--- src/rtl/stoch_decode_mat.sv ---
// Element-wise stochastic-to-binary decoder: counts ones per element over a
// window of 2^WINDOW_BITS enabled samples and publishes the counts with a strobe.
module stoch_decode_mat #(
  parameter int NUM_ROWS    = 2,
  parameter int NUM_COLS    = 2,
  parameter int WINDOW_BITS = 8,
  localparam int N          = NUM_ROWS * NUM_COLS,
  localparam int CW         = WINDOW_BITS + 1
) (
  input  logic            CLK,
  input  logic            nRST,
  input  logic            EN,
  input  logic            CLR,
  input  logic [N-1:0]    X,
  output logic [N*CW-1:0] Y,
  output logic            VALID,
  output logic            BUSY
);

  // VALID is a one-cycle strobe with no ready: Y carries a completed window on
  // the cycle VALID=1 and is held afterwards until the next window completes.
  logic [WINDOW_BITS-1:0] cnt_q, cnt_d;
  logic [CW-1:0]          acc_q [N];
  logic [CW-1:0]          acc_d [N];
  logic [N*CW-1:0]        y_q, y_d;
  logic                   valid_q, valid_d;
  logic                   busy_q, busy_d;
  logic                   last_sample;

  assign last_sample = EN && (cnt_q == {WINDOW_BITS{1'b1}});

  always_comb begin
    cnt_d   = cnt_q;
    y_d     = y_q;
    valid_d = 1'b0;
    for (int k = 0; k < N; k++) acc_d[k] = acc_q[k];

    if (CLR) begin
      cnt_d = '0;
      for (int k = 0; k < N; k++) acc_d[k] = '0;
    end else if (EN) begin
      cnt_d = cnt_q + 1'b1;
      for (int k = 0; k < N; k++) begin
        // The final sample is folded straight into Y so the next window starts clean.
        if (last_sample) begin
          y_d[k*CW +: CW] = acc_q[k] + {{(CW-1){1'b0}}, X[k]};
          acc_d[k]        = '0;
        end else begin
          acc_d[k] = acc_q[k] + {{(CW-1){1'b0}}, X[k]};
        end
      end
      valid_d = last_sample;
    end

    busy_d = (cnt_d != '0);
  end

  always_ff @(posedge CLK) begin
    if (!nRST) begin
      cnt_q   <= '0;
      y_q     <= '0;
      valid_q <= 1'b0;
      busy_q  <= 1'b0;
      for (int k = 0; k < N; k++) acc_q[k] <= '0;
    end else begin
      cnt_q   <= cnt_d;
      y_q     <= y_d;
      valid_q <= valid_d;
      busy_q  <= busy_d;
      for (int k = 0; k < N; k++) acc_q[k] <= acc_d[k];
    end
  end

  assign Y     = y_q;
  assign VALID = valid_q;
  assign BUSY  = busy_q;

endmodule
--- config.mk ---
export PLATFORM = sky130hd
export DESIGN_NAME = stoch_decode_mat
export DESIGN_NICKNAME = d
export VERILOG_FILES = /design/src/rtl/stoch_decode_mat.sv
export SDC_FILE = /design/constraint.sdc
export NUM_CORES = 1
export LEC_CHECK = 0
export BUFFER_PORTS_ARGS = -buffer_cell sky130_fd_sc_hd__buf_2
export CAP_MARGIN = 15
export CELL_PAD_IN_SITES_DETAIL_PLACEMENT = 1
export CELL_PAD_IN_SITES_GLOBAL_PLACEMENT = 1
export CORE_UTILIZATION = 30
export DETAILED_ROUTE_END_ITERATION = 16
export PLACE_DENSITY = 0.65
export SLEW_MARGIN = 10
export SYNTH_ARGS = -nofsm -noshare
export SYNTH_HDL_FRONTEND = slang
export SYNTH_SLANG_ARGS = --single-unit
--- constraint.sdc ---
create_clock -name CLK -period 2.3 [get_ports CLK]
set_input_delay 0.115 -clock CLK [delete_from_list [all_inputs] [get_ports CLK]]
set_output_delay 0.115 -clock CLK [all_outputs]
set_load 0.02 [all_outputs]
# After elaboration in Yosys (flattened, before gate mapping)
# Memory sizes are Yosys's and may differ from the RTL's.
# Index checks and enable logic that the tools add are counted.
op_classes:
  add_sub_neg: 5
  mul: 0
  div_mod_pow: 0
  n_lt_le_gt_ge: 0
  n_eq_ne: 1
  shift: 0
  n_mux: 14
  bitwise_logic: 7
  n_reduce_logical: 4
ops:
  columns: ["cell", "n"]
  rows:
  - ["36-bit two-way mux", 2]
  - ["9-bit two-way mux", 8]
  - ["9-bit by 1-bit adder with 9-bit output", 4]
  - ["8-bit two-way mux", 2]
  - ["8-bit by 1-bit adder with 8-bit output, second input constant", 1]
  - ["8-bit equality test, second input constant", 1]
  - ["8-bit nonzero test", 1]
  - ["1-bit bitwise OR", 4]
  - ["1-bit inverter", 3]
  - ["3-bit AND reduction", 1]
  - ["3-bit OR reduction", 1]
  - ["1-bit two-way mux", 2]
  - ["1-bit logical AND", 1]
totals:
  regBits: 46
  latchBits: 0
  ram_bits: 36
  mem_bits_ro: 0
  word_cells: 36
  memories: 1
memory_table:
  columns: ["memory", "words", "word_bits", "read_ports", "rd_ports_with_merged_regs", "write_ports", "line_no", "text"]
  rows:
  - ["acc_q", 4, 9, 4, 0, 4, "23", "logic [CW-1:0] acc_q [N];"]

# Depth between registers and ports, before layout
# Gate-level depths: netlist (run 1).
depth:
  depth_word: 6
  ltp_mapped: 7
  ltp_nobuf: 6

# Least setup slack after synthesis (run 1)
# Ideal clock, no wire load.
synth_path:
  kind: "register to register"
  start: "register cnt_q[0]"
  end: "register y_q[0], in the netlist Y[0]"
  setup_time_ns: 0.128
  arrival_ns: 1.561
  required_time_ns: 2.172
  slack_ns: 0.611
  stages_incl_launch_ff: 7
  n_path_buf: 1
  synth_period_minus_slack_ns: 1.689
  path_cell_list: "dfxtp_1 ha_1 nand4_2 nor4_4 buf_4 mux2i_1 nor2_1"
synth_between:
  elab_chain_cells: 3
synth_rtl:
  columns: ["item", "line_no", "text"]
  rows:
  - ["start, declared", "22", "logic [WINDOW_BITS-1:0] cnt_q, cnt_d;"]
  - ["start signal, assigned", "66", "cnt_q <= cnt_d;"]
  - ["8-bit equality test", "30", "assign last_sample = EN && (cnt_q == {WINDOW_BITS{1'b1}});"]
  - ["1-bit logical AND", "30", null]
  - ["3-bit AND reduction (no source line)", null, null]
  - ["end signal, assigned", "67", "y_q <= y_d;"]
  - ["end, declared", "25", "logic [N*CW-1:0] y_q, y_d;"]
# Every way passes these cells.
# A chain may end at the register's enable or synchronous reset.

# Worst setup path after layout (run 1)
layout_path:
  start: "register cnt_q[0]"
  end: "register y_q[8], in the netlist Y[8]"
# The elaborated chain is that of the path after synthesis.

==> summary.txt, run 1 <==
number of max-cap violations: 0
via count: 3176
crit-path max FO: 29
drt first pass iters: 4
average instance area after synthesis: 8.82 sq um
cts bufs inserted: 9
leading cell type in the layout, fill and taps excluded: dfxtp_1
H-Tree Depth: 3
Chip Width: 113 microns
DRC: 0
share of the synthesized area in the top cell type: 44.4%
TritonCTS Sinks: 82
Synth area leaders: dfxtp_1 44%, xnor2_1 5.2%, nor2_1 4.3%
GRT Total Usage: 15.8%
Initial DRC Count: 89
Finished Layout Cells: 612
pre-CTS WS: 0.338 ns
total power: 2.90 mW
Syn. warnings: 0
Final Core Density: 36.4%
area of the core: 12000 sq um
layout cell share with drive strength beyond 1: 17.2%
Tightest Hold Check Type: primary input to flop
Final Cell Area: 4370 sq um
post-route minimum period: 1.95 ns
largest net degree at the start of global routing: 30
count of hold-fix buffers inserted at cts: 0
Most used DFF post-synth: dfxtp_1
skew final: 0.00725 ns
# Post-CTS Setup Buffers: 0
Placed Cells incl. Taps: 597
placed standard-cell area: 4090 sq um
EDFF count, synth: 0
Detail Placement HPWL: 7.01 mm
Core Rows: 40
Critical Path End Type: flop
fin crit share: 84.7%
die area: 12800 sq um
critical path required time: 2.56 ns
Static Leak: 1.58 nW
post-route setup slack: 0.351 ns
Syn Nets: 436
clock latency on the worst-skew pair: 0.34 ns
RSZ-0062 raised after global routing: no
first-pass GRT wire length: 15.9 mm
register bit total from synthesis: 82
Clock Tree Buf Depth: 2
final hold vios: 0
data arrival time of the critical path: 2.21 ns
CTS tree: built
vias in the first global route: 3109
routed vias/inst: 5.19
DRT antenna net count: 0
initial core utilization: 30.7%
root buf cell: clkbuf_16
worst slew pin tran: 0.624 ns
worst vdd ir: 317 uV
most frequent cells in the layout: 82 x dfxtp_1, 45 x buf_2, 42 x nor2_1, 37 x nand2_1, 31 x o21ai_0
initial antenna violation count: 0
post_cts resized: 0
Max Freq: 513 MHz
ys async rst share: 0%
die height: 113 microns
n_diodes: 0
Routed Wire Length: 9.61 mm
io pins: 46
Max Slew Vio Count: 0
Crit Path Category: flop to flop
gpl congestion: 0.793
Synth cell types: 44
setup tns final: 0 ns
status: complete, no violations
CP startpoint kind: flop
worst hold slack: 0.159 ns
cells after synthesis: 419
pwr/cell area: 663 nW/um^2
register area share after synthesis: 44.4%
WL per Instance: 15.7 microns
synthesized area: 3690 sq um
count of final setup violators: 0
fin nets: 478
gr ovfl total: 0
area delta synth->final: 18.3%
clock slew at reported path FFs: 0.06 ns
Synth area leader: dfxtp_1
Slew headroom: 58.3%
PortBufs: 45
[worst paths after layout]
kind,from,end,slack (ns),depth (start not counted)
hold reg to reg,acc_q[0][8],acc_q[0][8],0.47,2
setup / recovery,cnt_q[0],Y[8],0.35,6
setup reg to reg,cnt_q[0],Y[8],0.35,6
hold / removal,nRST,Y[16],0.16,3
[Yosys cell counts, types with 2 or more instances]
cell type   n
a211oi_1   18
a21o_1      3
a21oi_1    23
a32o_1     13
and2_1      2
and3_1      8
and4_1      2
buf_1       2
buf_2       8
clkbuf_1   16
clkinv_1    2
dfxtp_1    82
ha_1        9
inv_1       3
mux2i_1    11
nand2_1    37
nand2b_1    2
nand3_1    27
nand3b_1    2
nand4_1     4
nor2_1     42
nor3_1     13
nor3b_1     5
nor4_1      3
o21a_1      2
o21ai_0    31
o31a_1      2
xnor2_1    22
xor2_1     10
[registers in the layout, indices dropped and copies added (netlist names)]
signal,cells
acc_q,36
VALID,1
BUSY,1
Y,36
cnt_q,8
[layer usage]
metal / wire (microns) / GRT usage [%] / vias up
met4: 123 / 7.02 / 0
met5: 0 / 0 / -
met2: 4430 / 25.3 / 51
met3: 263 / 2.25 / 12
met1: 4800 / 21.3 / 1533
li1: - / - / 1580
[cell families (layout without fill, tap and decap cells)]
group,after synthesis,count (layout),share of synthesized area [%]
flops,82,82,44.4
compound gates,99,99,17.9
simple gates,153,153,20.3
xor+xnor,32,32,7.59
buf+inv,33,79,3.76
fa+ha+maj,9,9,3.05
mux,11,11,2.98
[area by class of cell]
class	count	area, sq um
inverter	5	18.8
timing repair buffer	59	330
clock inverter	4	27.5
clock buffer	11	253
fill	1406	7640
multi-input combinational	304	1910
sequential	82	1640
tap	147	184
[where the power goes]
| group | switching [mW] | total [mW] | internal (mW) |
|---|---|---|---|
| Sequential | 0.00370 | 1.43 | 1.43 |
| Combinational | 0.0713 | 0.104 | 0.0326 |
| Clock | 0.579 | 1.36 | 0.784 |
| Total | 0.654 | 2.90 | 2.24 |
[critical path: stages, from the launching register on]
cell	delay, ns
dfxtp_1	0.42
ha_1	0.32
nand4_2	0.22
nor4_4	0.29
buf_4	0.33
o21ai_0	0.12
a21oi_1	0.15
No activity file was read; power rests on OpenSTA's default activity.
==> run 2, diff against run 1 <==
- PLACE_DENSITY: 0.65 -> 0.67
- clock period: 2.3 -> 1.59 ns (I/O delays scaled with it)
==> summary.txt, run 2 (same netlist as run 1, synthesis figures left out) <==
status: complete, but fails checks
failing checks: setup timing
root buf cell: clkbuf_16
number of max-cap violations: 0 (unchanged)
Seq pwr share: 46.7% (-2.6 points)
initial core utilization: 30.7% (unchanged)
count of hold-fix buffers inserted at cts: 0 (unchanged)
die area: 12800 sq um (unchanged)
largest net degree at the start of global routing: 38 (+27%)
Tightest Hold Check Type: primary input to flop
clock slew at reported path FFs: 0.06 ns (about the same)
# fillers: 1400 (-0.43%)
vias in the first global route: 3302 (+6.2%)
routed vias/inst: 5.18 (-0.13%)
io pins: 46 (unchanged)
first-pass GRT wire length: 16.5 mm (+3.9%)
PortBufs: 45 (unchanged)
Final Core Density: 39.7% (+3.3 points)
TritonCTS Sinks: 82 (unchanged)
gpl congestion: 0.765 (-3.5%)
area delta synth->final: 29.0%
fin nets: 495 (+3.6%)
Core Rows: 40 (unchanged)
part of the power in combinational logic: 4.0% (+0.4 points)
initial antenna violation count: 0 (unchanged)
worst hold slack: 0.152 ns (-0.00662 ns)
CTS tree: built
GRT Total Usage: 16.7% (+0.88 points)
Sw Ratio: 22.5% (-0.13 points)
worst slew pin tran: 0.794 ns (+0.171 ns)
total internal power: 3.43 mW (+53%)
Max Slew Vio Count: 0 (unchanged)
Crit Path Category: flop to flop
leading cell type in the layout, fill and taps excluded: dfxtp_1
drt first pass iters: 4 (unchanged)
Critical Path End Type: flop
Max Freq: 621 MHz (+21%)
setup tns final: -0.0215 ns (-0.0215 ns)
data arrival time of the critical path: 1.84 ns (-0.37 ns)
gr ovfl total: 0 (unchanged)
crit-path max FO: 4 (-86%)
most frequent cells in the layout: 73 x dfxtp_1, 45 x buf_2, 39 x nor2_1, 37 x nand2_1, 30 x o21ai_0
via count: 3265 (+2.8%)
area of the core: 12000 sq um (unchanged)
Initial DRC Count: 126 (+42%)
layout cell share with drive strength beyond 1: 26.9% (+9.7 points)
critical path required time: 1.82 ns (-0.74 ns)
Slew headroom: 46.9% (-11 points)
area of the multi-input gates: 2090 sq um (+9.2%)
Detail Placement HPWL: 7.00 mm (-0.17%)
WL per Instance: 16.1 microns (+2.6%)
Placed Cells incl. Taps: 612 (+2.5%)
post-route setup slack: -0.0215 ns (-0.372 ns)
post-route minimum period: 1.61 ns (-0.338 ns)
n_diodes: 0 (unchanged)
final hold vios: 0 (unchanged)
Chip Width: 113 microns (unchanged)
Clk pwr share: 49.3% (+2.2 points)
Finished Layout Cells: 630 (+2.9%)
H-Tree Depth: 3 (unchanged)
die height: 113 microns (unchanged)
fin crit share: 101% (+17 points)
RSZ-0062 raised after global routing: yes
Reg area: 1650 sq um (+0.69%)
skew final: 0.00757 ns (+0.000314 ns)
clock latency on the worst-skew pair: 0.34 ns (about the same)
pre-CTS WS: -0.127 ns (-0.464 ns)
worst vdd ir: 370 uV (+17%)
Clock Tree Buf Depth: 2 (unchanged)
CP startpoint kind: flop
DRT antenna net count: 0 (unchanged)
Static Leak: 1.71 nW (+8.0%)
DRC: 0 (unchanged)
Psw: 0.995 mW (+52%)
Routed Wire Length: 10.2 mm (+5.7%)
cts bufs inserted: 9 (unchanged)
pwr/cell area: 929 nW/um^2 (+40%)
count of final setup violators: 1 (+1)
[run 2: cell count changes in the layout (fill, tap and decap cells not counted), sizes merged]
cell,change
inv,+1
bufinv,+1
buf,+17
clkinv,-1
[run 2: timing repair]
item	4_1_cts	5_1_grt
endpoints found under the setup margin	26	57
gates cloned	0	0
pin swaps	2	2
resized for setup	23	20
setup buffers	0	2
[run 2: path summary, 6_finish.rpt]
kind	startpoint	to	slack, ns	cells past startpoint
worst min-delay path	X[1]	Y[9]	0.15	4
worst min register to register	acc_q[3][0]	acc_q[3][0]	0.47	2
worst max-delay path	cnt_q[1]	BUSY	-0.02	5
worst max register to register	cnt_q[1]	BUSY	-0.02	5
[run 2: metrics by stage]
| stage | area (sq um) | total power [mW] |
|---|---|---|
| floorplan | 3710 | 2.20 |
| CTS | 4670 | 4.49 |
| global placement | 4260 | 2.28 |
| finish | 4770 | 4.43 |
| global route | 4770 | 4.59 |
| detailed placement | 4260 | 2.28 |
[run 2: power groups by stage]
stage          sequential (mW)  combinational, mW  clock [mW]
5_1_grt                   2.07              0.195        2.33
3_5_place_dp              2.11              0.169           0
6_report                  2.07              0.176        2.19
4_1_cts                   2.07              0.176        2.25
3_3_place_gp              2.11              0.165           0
2_1_floorplan             2.11             0.0890           0
[run 2: layer usage]
metal | vias to the layer above | track usage [%] | routed length, microns
met5 | - | 0 | 0
met4 | 0 | 7.28 | 186
met3 | 15 | 2.89 | 276
met2 | 54 | 28.2 | 4820
met1 | 1573 | 21.0 | 4870
li1 | 1623 | - | -
[run 2: final cells by class]
class,instances,share of cell area (%)
inverters,5,0.394
multi-input cells,304,43.8
flip-flops and latches,82,34.7
repair buffers,76,10.6
clock buffers,11,5.30
clock inverters,5,1.29
well taps,147,3.86
[run 2: worst max-delay path, cell delays in order, from the launching register on]
cell and delay [ns]:
dfxtp_2 0.33, ha_4 0.18, or2_4 0.25, a2111oi_4 0.38, o32ai_2 0.13, a211o_1 0.23
==> run 3, diff against run 2 <==
- PLACE_DENSITY: 0.67 -> 0.65
- clock period: 1.59 -> 1.7 ns (I/O delays scaled with it)
==> summary.txt, run 3 (same netlist as run 1, synthesis figures left out) <==
critical path cell sequence: and4_2, nand3_1, a21o_1, a32o_1
setup tns final: 0 ns (+0.0215 ns)
root buf cell: clkbuf_16
critical path required time: 1.93 ns (+0.11 ns)
CP max stage cell: dfxtp_1
DRT antenna net count: 0 (unchanged)
most frequent cells in the layout: 75 x dfxtp_1, 46 x buf_2, 42 x nor2_1, 36 x nand2_1, 31 x o21ai_0
number of max-cap violations: 0 (unchanged)
crit path from: cnt_q[3]
gr ovfl total: 0 (unchanged)
reg2reg path depth: 4 (-1)
WL per Instance: 16.3 microns (+1.1%)
largest net degree at the start of global routing: 23 (-39%)
clock slew at reported path FFs: 0.06 ns (about the same)
Tightest Hold Check Type: primary input to flop
Final Core Density: 38.6% (-1.1 points)
Critical Path End Type: flop
total power: 4.09 mW (-7.7%)
worst slew pin tran: 0.351 ns (-0.444 ns)
Chip Width: 113 microns (unchanged)
fin nets: 495 (unchanged)
Max Freq: 612 MHz (-1.3%)
initial antenna violation count: 0 (unchanged)
CP startpoint kind: flop
leading cell type in the layout, fill and taps excluded: dfxtp_1
Initial DRC Count: 154 (+22%)
CTS tree: built
PortBufs: 45 (unchanged)
reg2reg end: acc_q[1][3]
die area: 12800 sq um (unchanged)
R2R setup slack: 0.07 ns (+0.09 ns)
die height: 113 microns (unchanged)
worst vdd ir: 386 uV (+4.4%)
vias in the first global route: 3216 (-2.6%)
drt first pass iters: 4 (unchanged)
RSZ-0062 raised after global routing: no
Crit Path Category: flop to flop
skew final: 0.00754 ns (-0.0000245 ns)
# fillers: 1423 (+1.6%)
GRT Total Usage: 17.1% (+0.43 points)
first-pass GRT wire length: 16.8 mm (+1.4%)
hold endpoint: Y[0]
data arrival time of the critical path: 1.87 ns (+0.03 ns)
fin crit share: 96.1% (-5.3 points)
Detail Placement HPWL: 7.20 mm (+2.8%)
routed vias/inst: 5.13 (-1.1%)
hold path start: X[0]
layout cell share with drive strength beyond 1: 24.6% (-2.3 points)
H-Tree Depth: 3 (unchanged)
Slew headroom: 76.6% (+30 points)
clock latency on the worst-skew pair: 0.35 ns (about the same)
Static Leak: 1.67 nW (-2.1%)
DRC: 0 (unchanged)
max incr delay on CP: 0.50 ns (+0.12 ns)
Routed Wire Length: 10.3 mm (+1.1%)
TritonCTS Sinks: 82 (unchanged)
Core Rows: 40 (unchanged)
crit-path max FO: 8 (+4)
status: complete, no violations
post-route minimum period: 1.63 ns (+0.0217 ns)
Worst Hold Depth: 4 (unchanged)
RR Startpoint: cnt_q[3]
cts bufs inserted: 9 (unchanged)
io pins: 46 (unchanged)
area of the core: 12000 sq um (unchanged)
n_diodes: 0 (unchanged)
initial core utilization: 30.7% (unchanged)
gpl congestion: 0.790 (+3.2%)
final hold vios: 0 (unchanged)
pwr/cell area: 881 nW/um^2 (-5.2%)
area delta synth->final: 25.6%
count of final setup violators: 0 (-1)
Max Slew Vio Count: 0 (unchanged)
via count: 3230 (-1.1%)
Clock Tree Buf Depth: 2 (unchanged)
==> run 3: cell count changes in the layout (fill, tap and decap cells not counted), moves of 2 or more <==
cell        delta
nand3_1        +2
nor2_1         +3
nor2_2         -3
clkinvlp_4     +2
a211oi_2       -2
ha_1           +2
ha_4           -3
dfxtp_1        +2
nand3_2        -2
dfxtp_2        -2
a211oi_1       +2
==> run 3: worst max path at each step <==
| stage | to | slack, ns |
|---|---|---|
| after global routing | acc_q[0][6] | 0.0004 |
| after CTS | acc_q[1][3] | -0.001 |
| final | acc_q[1][3] | 0.07 |
| after detailed placement | Y[8] | -0.08 |
| after floorplan | Y[0] | 0.01 |
| after global placement | BUSY | 0.01 |
==> run 3: routing by layer <==
layer / routed length [microns] / track usage, % / share of wire [%]
met3: 435 / 5.20 / 4.2
met4: 129 / 5.00 / 1.3
met2: 4790 / 27.7 / 47
met1: 4910 / 22.1 / 48
met5: 0 / 0 / 0
==> run 3: layout make-up <==
type | count | area [sq um] | share of cell area (%)
clock buffers | 11 | 243 | 5.23
inverters | 5 | 18.8 | 0.405
multi-input cells | 304 | 1990 | 43.0
flip-flops and latches | 82 | 1650 | 35.6
well taps | 147 | 184 | 3.96
clock inverters | 5 | 62.6 | 1.35
repair buffers | 76 | 488 | 10.5
==> run 3: power breakdown <==
part / switching, mW / total [mW] / internal, mW
Sequential: 0.00454 / 1.93 / 1.93
Clock: 0.807 / 1.99 / 1.19
Combinational: 0.104 / 0.163 / 0.0589
==> run 3: worst max-delay path, delay by kind of cell, from the launching register on <==
family             cells  cell delay [ns]
AOI/OAI and AO/OA      2             0.48
DFF                    1             0.50
and+or+nand+nor        2             0.55
==> run 3: what timing repair did <==
item / CTS / global route
hold buffers: 0 / 0
buffers inserted: 1 / 0
gates resized for setup: 7 / 19
pin swaps: 1 / 2
cloned: 1 / 0
endpoints found under the setup margin: 39 / 60
==> run 3: per-stage QoR <==
| stage | hold slack, ns | setup slack [ns] | cells | cell area [sq um] |
|---|---|---|---|---|
| 6_report | 0.141 | 0.0667 | 630 | 4640 |
| 5_1_grt | 0.182 | 0.000407 | 630 | 4640 |
| 4_1_cts | 0.129 | -0.00147 | 630 | 4570 |
| 3_5_place_dp | 0.459 | -0.0813 | 612 | 4230 |
| 3_3_place_gp | 0.449 | 0.0148 | 612 | 4230 |
| 2_1_floorplan | 0.305 | 0.0113 | 419 | 3690 |
